`src/rtl/id_stage.sv`:
```
// Instruction decode stage: captures the fetched instruction into the EX
// pipeline registers, blocks fetch while a multi-cycle MUL occupies EX,
// and stops accepting instructions for good after a HALT.
//
// Handshake: there is no valid/ready pair toward fetch. "stall" is the
// inverted ready. Whenever stall is low at a rising edge, the instruction
// presented on if_pc/if_instr is consumed at that edge. Fetch must hold
// its outputs while stall is high. ex_valid is a one-cycle pulse toward EX
// that follows each consumed instruction, and EX never back-pressures.
module id_stage #(
    parameter int MUL_CYCLES = 3
) (
    input  logic        clk,
    input  logic        rst,
    input  logic [7:0]  if_pc,
    input  logic [19:0] if_instr,
    output logic        stall,
    output logic        ex_valid,
    output logic [3:0]  ex_op,
    output logic [7:0]  ex_a,
    output logic [7:0]  ex_b,
    output logic [7:0]  ex_pc,
    output logic        illegal,
    output logic        halted,
    output logic [15:0] retired,
    output logic [1:0]  dbg_state
);

    localparam logic [1:0] ST_RUN     = 2'd0;
    localparam logic [1:0] ST_MULWAIT = 2'd1;
    localparam logic [1:0] ST_HALTED  = 2'd2;

    localparam logic [3:0] OP_NOP  = 4'h0;
    localparam logic [3:0] OP_MUL  = 4'h6;
    localparam logic [3:0] OP_HALT = 4'hF;

    // The counter is reloaded with MUL_CYCLES-1 on a MUL accept. With the
    // legal range of 2..15, the reload value fits in 4 bits.
    localparam logic [3:0] MUL_LOAD = 4'(MUL_CYCLES - 1);

    logic [1:0] state;
    logic [3:0] wait_cnt;

    logic [3:0] dec_op;
    logic       dec_legal;
    logic       dec_counted;

    // Opcode classification for the instruction currently offered by fetch.
    always_comb begin
        dec_op      = if_instr[19:16];
        dec_legal   = (dec_op <= OP_MUL) || (dec_op == OP_HALT);
        dec_counted = dec_legal && (dec_op != OP_NOP);
    end

    // Stall and halted are taken directly from the state register, so no
    // decode-path logic reaches these outputs.
    assign stall     = (state != ST_RUN);
    assign halted    = (state == ST_HALTED);
    assign dbg_state = state;

    // FSM, EX pipeline registers and retire counter.
    always_ff @(posedge clk) begin
        if (rst) begin
            state    <= ST_RUN;
            wait_cnt <= 4'd0;
            ex_valid <= 1'b0;
            ex_op    <= 4'h0;
            ex_a     <= 8'h00;
            ex_b     <= 8'h00;
            ex_pc    <= 8'h00;
            illegal  <= 1'b0;
            retired  <= 16'h0000;
        end else begin
            case (state)
                ST_RUN: begin
                    ex_valid <= 1'b1;
                    ex_pc    <= if_pc;
                    if (dec_legal) begin
                        ex_op   <= dec_op;
                        ex_a    <= if_instr[15:8];
                        ex_b    <= if_instr[7:0];
                        illegal <= 1'b0;
                    end else begin
                        ex_op   <= OP_NOP;
                        ex_a    <= 8'h00;
                        ex_b    <= 8'h00;
                        illegal <= 1'b1;
                    end
                    if (dec_counted && (retired != 16'hFFFF)) begin
                        retired <= retired + 16'd1;
                    end
                    if (dec_op == OP_MUL) begin
                        state    <= ST_MULWAIT;
                        wait_cnt <= MUL_LOAD;
                    end else if (dec_op == OP_HALT) begin
                        state <= ST_HALTED;
                    end
                end
                ST_MULWAIT: begin
                    ex_valid <= 1'b0;
                    illegal  <= 1'b0;
                    wait_cnt <= wait_cnt - 4'd1;
                    if (wait_cnt == 4'd1) begin
                        state <= ST_RUN;
                    end
                end
                ST_HALTED: begin
                    ex_valid <= 1'b0;
                    illegal  <= 1'b0;
                end
                default: begin
                    state    <= ST_RUN;
                    wait_cnt <= 4'd0;
                    ex_valid <= 1'b0;
                    illegal  <= 1'b0;
                end
            endcase
        end
    end

endmodule

```
`config.mk`:
```
export PLATFORM = sky130hd
export DESIGN_NAME = id_stage
export DESIGN_NICKNAME = d
export VERILOG_FILES = /design/src/rtl/id_stage.sv
export SDC_FILE = /design/constraint.sdc
export NUM_CORES = 1
export LEC_CHECK = 0
export ABC_AREA = 1
export BUFFER_PORTS_ARGS = -buffer_cell sky130_fd_sc_hd__buf_2
export CORE_UTILIZATION = 30
export CTS_CLUSTER_SIZE = 30
export DETAILED_ROUTE_END_ITERATION = 10
export PLACE_DENSITY = 0.51
export SETUP_SLACK_MARGIN = 0.1
export SYNTH_ARGS = -nofsm -noshare
export SYNTH_HDL_FRONTEND = slang
export SYNTH_SLANG_ARGS = --single-unit
```
`constraint.sdc`:
```
create_clock -name clk -period 1.6 [get_ports clk]
set_input_delay 0.16 -clock clk [delete_from_list [all_inputs] [get_ports clk]]
set_output_delay 0.16 -clock clk [all_outputs]
set_load 0.005 [all_outputs]
```
# --- Word level (Yosys, flattened, before mapping) ---
# Cells that the tools add are included.
op_classes:
  n_eq_ne: 9
  addsub: 2
  order_cmp: 1
  n_reduce_logical: 10
  n_bitwise: 2
  mux: 11
ops:
  columns: ["operator", "n"]
  rows:
  - ["adder 16 x 1 -> 16 bit (second input constant)", 1]
  - ["two-way mux 8 bit", 2]
  - ["!= test 16 bit (second input constant)", 1]
  - ["case mux 4 bit (3 select lines)", 1]
  - ["two-way mux 4 bit", 2]
  - ["two-way mux 2 bit", 3]
  - ["case mux 2 bit (3 select lines)", 1]
  - ["== test 4 x 1 -> 1 bit (second input constant)", 1]
  - ["== test 4 x 3 -> 1 bit (second input constant)", 1]
  - ["== test 4 bit (second input constant)", 1]
  - ["<= comparator 4 x 3 -> 1 bit (second input constant)", 1]
  - ["!= test 2 bit (second input constant)", 2]
  - ["AND reduction 2 bit", 2]
  - ["nonzero test 4 bit", 1]
  - ["subtractor 4 x 1 -> 4 bit (second input constant)", 1]
  - ["!= test 3 bit (second input constant)", 1]
  - ["AND reduction 3 bit", 1]
  - ["== test 2 x 1 -> 1 bit (second input constant)", 1]
  - ["== test 2 bit (second input constant)", 1]
  - ["logical AND 1 bit", 2]
  - ["zero test 2 bit", 1]
  - ["two-way mux 1 bit", 2]
  - ["NOT 1 bit", 2]
  - ["nonzero test 2 bit", 1]
  - ["other kinds (2)", 2]
word_totals:
  output_inout_bits: 50
  ff_bits: 52
  elab_cells: 44
  in_bits: 30

# --- Longest topological paths before layout ---
# Gate-level depths: netlist of the first run.
logic_depth:
  ltp_word: 5
  depth_mapped: 11
  ltp_nobuf: 10

# --- Worst setup path after synthesis of the first run ---
# Ideal clock, no wire load.
synth_timing:
  kind: "register to register"
  startpoint: "register retired[0]"
  endpoint: "register retired[14]"
  n_path_buf: 1
  t_arrival_ps: 1473
  period_less_slack_ps: 1542
  required_time_ps: 1531
  stages_incl_launch_ff: 11
  setup_time_ps: 69
  setup_slack_ps: 58
  path_cell_list: "dfxtp_1 ha_1 nand2_1 nor2_2 nand2_2 nor2_4 nor2_4 nand2_2 buf_6 nand2_2 a21oi_2"
synth_between:
  elab_chain_cells: 3
  word_cells_on_any_way: 4
  cone_classes: "add/sub: 1; eq/ne: 1; reduce/logical: 2"
synth_rtl:
  columns: ["item", "line_no", "text"]
  rows:
  - ["from (decl)", "25", "output logic [15:0] retired,"]
  - ["from (signal assigned)", "90", "retired <= retired + 16'd1;"]
  - ["parallel branches: the longest is 3 deep, another holds adder 16 x 1 -> 16 bit", null, null]
# Parallel ways; which one is timed is not known.
# A chain may end at the register's enable or synchronous reset.

# --- Final worst setup path of the first run ---
layout_timing:
  startpoint: "register retired[0]"
  endpoint: "register retired[11]"
# Same word-level chain as after synthesis.

==> flow_summary.toml, run 1 <==
[status]
status = "finished, final reports clean"

[layout]
nets = 470
mostFrequentLayoutCells = "buf_2, nand2_1, dfxtp_1"
finish.instance_area_sq_mm = 0.00319
antenna-diode-count = 0
final_common_cell = "buf_2"
area_delta_synth_final_pct = 30.8
stdcell_count = 539
fill_cells = 866
drive_gt1_share_pct = 33.9

[place]
io_buffers = 79
gp_congestion = 0.756
dp_slack_ns = 0.00363
dp.cells = 529
placed_area_sq_mm = 0.00306
dp_hpwl_um = 4550

[pwr]
powerDensity_mw_per_mm2 = 788
power.total_uw = 2520
irDropWorstVdd_mv = 0.428
p_leak_uw = 0.00146

[yosys]
synth_cells = 342
yosysTopAreaCell = "dfxtp_1"
synth.mux.area_fraction_pct = 0
synth_compound_area_share_pct = 15.6
synthAdderAreaFrac_pct = 1.54
synth-seq-cells = 52
synthSimpleGateAreaFrac_pct = 30.1
ys_seq_area_share_pct = 42.6
syn_area_sq_mm = 0.00244
avgSynthCellArea_sq_um = 7.14
synth_nets = 375
yosys_warnings = 0
yosys.area_share.xor_xnor_pct = 1.43
synth_top_family_by_area = "simple AND/OR/NAND/NOR gates"
ys_types = 26
synthTopCellsByArea = "dfxtp_1, nand2_1, a21oi_1"
synth_top_area_share_pct = 42.6

[clock_tree]
ctsHoldBuffers = 0
clock_latency_ns = 0.30
cts_root_buffer = "clkbuf_8"
cts_max_level = 2
clk_pin_slew_worst_paths_ns = 0.10
clockBufferDepth = 2
cts_buffers = 5
cts_tree = "yes"
cts.sinks = 52

[detailed_routing]
post-route-drc-count = 0
antenna_left = 0
totalWireLength_um = 6210
first_pass_iters = 4
drtIter0Drc = 108
wl_per_cell_um = 11.5
vias = 2438
avgViaCountPerCell = 4.52

[setup_path]
worst-path-buf-inv = 1
cp_max_fo = 6
cp_slowest_cell = "dfxtp_2"
path_cells = "ha_2, nand2_1, nor2_2, nand2_2, nor2_4, nor2_4, buf_4, a21oi_1, nor2_1"
cp_common_cell = "nor2_4"
cp-start-kind = "register"
reg2reg_slack_ns = 0.18
cpPeakStageDelay_ns = 0.34
setup.worst_path.class = "reg -> reg"
arrival_ns = 1.62
critPathTopFamily = "simple AND/OR/NAND/NOR gates"
endpoint_kind = "register"
required_ns = 1.80

[floorplanning]
row_count = 32
start_util_pct = 31.3
dieHeight_um = 92.2
pin_count = 80
core-area_sq_mm = 0.00781
die_w_um = 92.2
dieArea_sq_mm = 0.00851

[sta]
drv_slew = 0
hold_viol = 0
timing.fmax_ghz = 0.707
finalSetupTns_ns = 0
finClkSkew_ns = 0.00583
rsz0062_at_grt = "yes"
setup_ws_ns = 0.185
finalCritPeriodShare_pct = 88.5
finalSetupViolCount = 0
slew_headroom_pct = 68.5
period_needed_ns = 1.42
worstMarginPinSlew_ns = 0.467

[global_routing]
gr-total-overflow = 0
grt_start_max_net_pins = 45
grt_pass1_wl_um = 10500
grt_pass1_vias = 2315
antenna_found_initial = 0
grt_usage_pct = 15.4

[run]
maxCapViolations = 0

[worst_hold_path]
worstHoldPathType = "in -> reg"
==> through the flow <==
stage	hold WS, ns	util [%]
2_1_floorplan	0.295	-
3_3_place_gp	0.382	39.2
3_5_place_dp	0.396	39.2
4_1_cts	0.0619	40.4
5_1_grt	0.0762	40.9
6_report	0.0764	40.9
==> worst register-to-register path, stage by stage (launching register included) <==
cell     delay [ns]
dfxtp_2        0.34
ha_2           0.17
nand2_1        0.06
nor2_2         0.14
nand2_2        0.08
nor2_4         0.13
nor2_4         0.06
buf_4          0.15
a21oi_1        0.12
nor2_1         0.06
==> flip-flops by register name, indices dropped and copies added, names as in the netlist, 2 cells and up <==
name,flops
wait_cnt,4
ex_b,8
ex_pc,8
retired,16
ex_op,4
dbg_state,2
ex_a,8
==> kinds of logic after synthesis <==
kind of cell               Yosys count
DFF                                 52
adders and majority gates            3
AOI/OAI and AO/OA                   70
xor gates and xnor gates             4
buffers and inverters               50
and+or+nand+nor                    163
==> what timing repair did <==
item                       in CTS  in global routing
pin swaps                       1                  5
gates cloned                    0                  1
buffers inserted                1                  1
setup endpoints to repair      15                 16
resized for setup               1                 10
==> cell type report <==
type                            instances  area (sq um)  area share [%]
Clock buffer                            5          68.8            2.15
Clock inverter                          2          12.5           0.392
Inverter                               32           120            3.76
Multi-Input combinational cell        240          1210            38.0
Sequential cell                        52          1050            32.7
Tap cell                              102           128            4.00
Timing Repair Buffer                  106           606            19.0
==> power breakdown <==
group | leakage, uW | switching, uW | internal, uW
sequential | 0.000428 | 31.0 | 1360
clock | 0.0000400 | 437 | 298
combinational | 0.000989 | 223 | 164
total | 0.00146 | 691 | 1830
==> final timing paths <==
path              start          end  cells past startpoint
min reg2reg    ex_op[3]     ex_op[3]                      2
max          retired[0]  retired[11]                      9
min            if_pc[6]     ex_pc[6]                      3
max reg2reg  retired[0]  retired[11]                      9
==> routing by layer <==
metal  vias to the layer above  share of wire, %  global-route usage, %
li1                       1297                 -                      -
met1                      1073                49                   19.9
met2                        60                44                   24.6
met3                         8               5.9                   4.64
met4                         0               1.3                   4.56
met5                         -                 0                      0
==> synthesized netlist by cell type (all sizes together) <==
cell     n
nand2   77
dfxtp   52
nor2    45
a21oi   39
inv     31
nand3   29
o21ai   29
buf      9
clkbuf   9
nand4    6
nor3     5
ha       3
xor2     3
a211oi   1
clkinv   1
nand3b   1
o22ai    1
xnor2    1
Power figures use the tool's default switching activity.
==> run 2: changes to the inputs <==
--- a/config.mk
+++ b/config.mk
@@ -5,7 +5,6 @@
 export SDC_FILE = /design/constraint.sdc
 export NUM_CORES = 1
 export LEC_CHECK = 0
-export ABC_AREA = 1
 export BUFFER_PORTS_ARGS = -buffer_cell sky130_fd_sc_hd__buf_2
 export CORE_UTILIZATION = 30
 export CTS_CLUSTER_SIZE = 30
==> run 2 against run 1 <==
Clock-buffer cell count increased by 1; cell count decreased by 8.3%; fmax decreased by 12%; die area decreased by 5.3%; critical path type unchanged; wire length increased by 4.1%; setup slack got worse by 0.20 ns; critical path depth decreased by 2; flip-flop and latch count unchanged; global-route usage increased by 0.48 points; the flow now finishes with violations (negative setup slack); design area increased by 9.7%.
==> flow_summary.toml, run 2 <==
[clock_tree]
clock_latency_ns = 0.31
cts_root_buffer = "clkbuf_8"
ctsHoldBuffers = 0
clockBufferDepth = 2
cts_buffers = 5
clk_pin_slew_worst_paths_ns = 0.10
cts_tree = "yes"
cts.sinks = 52
cts_max_level = 2

[detailed_routing]
post-route-drc-count = 0
avgViaCountPerCell = 4.84
wl_per_cell_um = 13.1
antenna_left = 0
vias = 2389
first_pass_iters = 4
drtIter0Drc = 106
totalWireLength_um = 6460

[setup_path]
arrival_ns = 1.85
cpPeakStageDelay_ns = 0.47
worst-path-buf-inv = 3
r2r_end = "retired[13]"
cp_common_cell = "buf_6"
cp-start-kind = "register"
r2r-start = "retired[0]"
critPathTopFamily = "simple AND/OR/NAND/NOR gates"
endpoint_kind = "register"
path_cells = "ha_4, buf_6, clkinvlp_4, buf_6, o211ai_1, or4_1, a21oi_1"
cp_max_fo = 4
reg2reg_depth = 7
cp_num_cells = 7
required_ns = 1.84
setup.worst_path.class = "reg -> reg"
cp_slowest_cell = "or4_1"
reg2reg_slack_ns = -0.01

[run]
maxCapViolations = 0

[status]
violations = "negative setup slack"
status = "finished with violations"

[yosys]
synth.mux.area_fraction_pct = 3.25
ys_types = 44
yosys_warnings = 0
synth_top_area_share_pct = 45.0
synthTopCellsByArea = "dfxtp_1, a21oi_1, nand2_1"
synth_compound_area_share_pct = 17.1
synth_edf_count = 0
async_flop_share_pct = 0
synth_cells = 274
synth_nets = 307
synth_top_family_by_area = "simple AND/OR/NAND/NOR gates"
yosys_most_used_dff = "dfxtp_1"
syn_area_sq_mm = 0.00231
yosysMostFrequentCell = "dfxtp_1"
ys_seq_area_share_pct = 45.0
synthSimpleGateAreaFrac_pct = 26.1
yosysTopAreaCell = "dfxtp_1"
yosys.area_share.xor_xnor_pct = 1.14
avgSynthCellArea_sq_um = 8.43
synth_common_cells = "dfxtp_1, nand2_1, a21oi_1"
synth-seq-cells = 52
synthAdderAreaFrac_pct = 1.62

[place]
dp_slack_ns = -0.0711
io_buffers = 79
gp_congestion = 0.778
dp.cells = 465
dp_hpwl_um = 4330

[floorplanning]
start_util_pct = 31.5
dieHeight_um = 89.8
core-area_sq_mm = 0.00733
row_count = 31
dieArea_sq_mm = 0.00806
pin_count = 80
die_w_um = 89.8

[sta]
setup_ws_ns = -0.0146
slew_headroom_pct = 69.2
hold_viol = 0
finalSetupViolCount = 1
timing.fmax_ghz = 0.619
worstMarginPinSlew_ns = 0.462
period_needed_ns = 1.61
finClkSkew_ns = 0.00709
rsz0062_at_grt = "yes"
finalCritPeriodShare_pct = 101
hold_ws_ns = 0.0766
drv_slew = 0

[global_routing]
gr-total-overflow = 0
antenna_found_initial = 0
grt_pass1_vias = 2196
grt_pass1_wl_um = 10600
grt_start_max_net_pins = 30
grt_usage_pct = 15.9

[layout]
mostFrequentLayoutCells = "buf_2, dfxtp_1, nand2_1"
seq_area_sq_mm = 0.00106
drive_gt1_share_pct = 45.8
fill_cells = 730
stdcell_count = 494
final_common_cell = "buf_2"
max_flop_register = "retired"
area_delta_synth_final_pct = 51.6
nets = 427
largest_reg_flops = 16
multi_input_area_sq_mm = 0.00130
fin_util_pct = 47.8
antenna-diode-count = 0

[pwr]
sequentialPowerShare_pct = 53.3
combPwrFrac_pct = 17.3
internal_power_uw = 1890
p_leak_uw = 0.00151
pwr-share-clk_pct = 29.3
p_switching_uw = 701
swShare_pct = 27.1
irDropWorstVdd_mv = 0.328
powerDensity_mw_per_mm2 = 739

[worst_hold_path]
worstHoldPathType = "in -> reg"
min_to = "ex_pc[7]"
holdPathStages = 3
hp-start = "if_pc[7]"
## run 2: cell types whose count changed in the layout (fill, tap and decap cells not counted), moves of 8 or more
cell / change
o21ai_0: -28
nand2_1: -25
nor2_1: -25
inv_1: -24
buf_4: +13
buf_6: +11
o31ai_1: +9
nand2_2: -8
## run 2: cell type report
cell class / instances / share of cell area (%)
multi-input combinational: 195 / 37.1
tap: 99 / 3.54
sequential: 52 / 30.4
timing repair buffer: 132 / 25.3
clock buffer: 6 / 2.07
inverter: 8 / 1.11
clock inverter: 2 / 0.464
## run 2: tightest hold or removal path, stage by stage
cell	delay, ns
buf_2	0.09
nand2_1	0.04
a21oi_1	0.05
## run 2: per-layer routing
metal / wire, um / track usage [%] / up-vias
met5: 0 / 0 / -
met4: 77 / 5.33 / 0
met3: 244 / 2.71 / 7
met2: 3080 / 26.0 / 54
met1: 3060 / 21.1 / 1109
li1: - / - / 1219
## run 2: worst max path at each step
stage / start / slack [ns] / to
floorplan: retired[2] / -0.02 / retired[9]
global placement: if_instr[19] / -0.06 / retired[10]
detailed placement: if_instr[19] / -0.07 / retired[10]
CTS: retired[0] / -0.02 / retired[10]
global route: retired[0] / -0.08 / retired[13]
finish: retired[0] / -0.01 / retired[13]
## run 2: per-stage QoR
stage | cell area, sq um | total power, uW | TNS (ns)
finish | 3500 | 2590 | -0.0146
global route | 3500 | 2740 | -0.346
CTS | 3330 | 2590 | -0.0189
detailed placement | 3060 | 1790 | -0.340
global placement | 3060 | 1780 | -0.164
floorplan | 2420 | 1620 | -0.0259
## run 2: kinds of logic (layout without fill, tap and decap cells)
group	count (synthesis)	in the layout
XOR/XNOR	3	3
buffers and inverters	27	148
adder cells (fa/ha/maj)	3	3
AND/OR/NAND/NOR	119	119
AO/OA/AOI/OAI	63	63
flip-flops	52	52
multiplexers	7	7
## run 2: power by group through the flow
stage          Combinational [uW]  Sequential [uW]  Clock, uW
2_1_floorplan                 199             1420          0
3_3_place_gp                  374             1410          0
3_5_place_dp                  378             1410          0
4_1_cts                       410             1380        797
5_1_grt                       501             1390        845
6_report                      449             1380        760
## run 2: repair_timing
| item | in CTS | in global routing |
|---|---|---|
| pin swaps | 16 | 5 |
| buffers inserted | 11 | 9 |
| setup endpoints to repair | 14 | 16 |
| gates resized for setup | 22 | 21 |
| gates cloned | 0 | 1 |
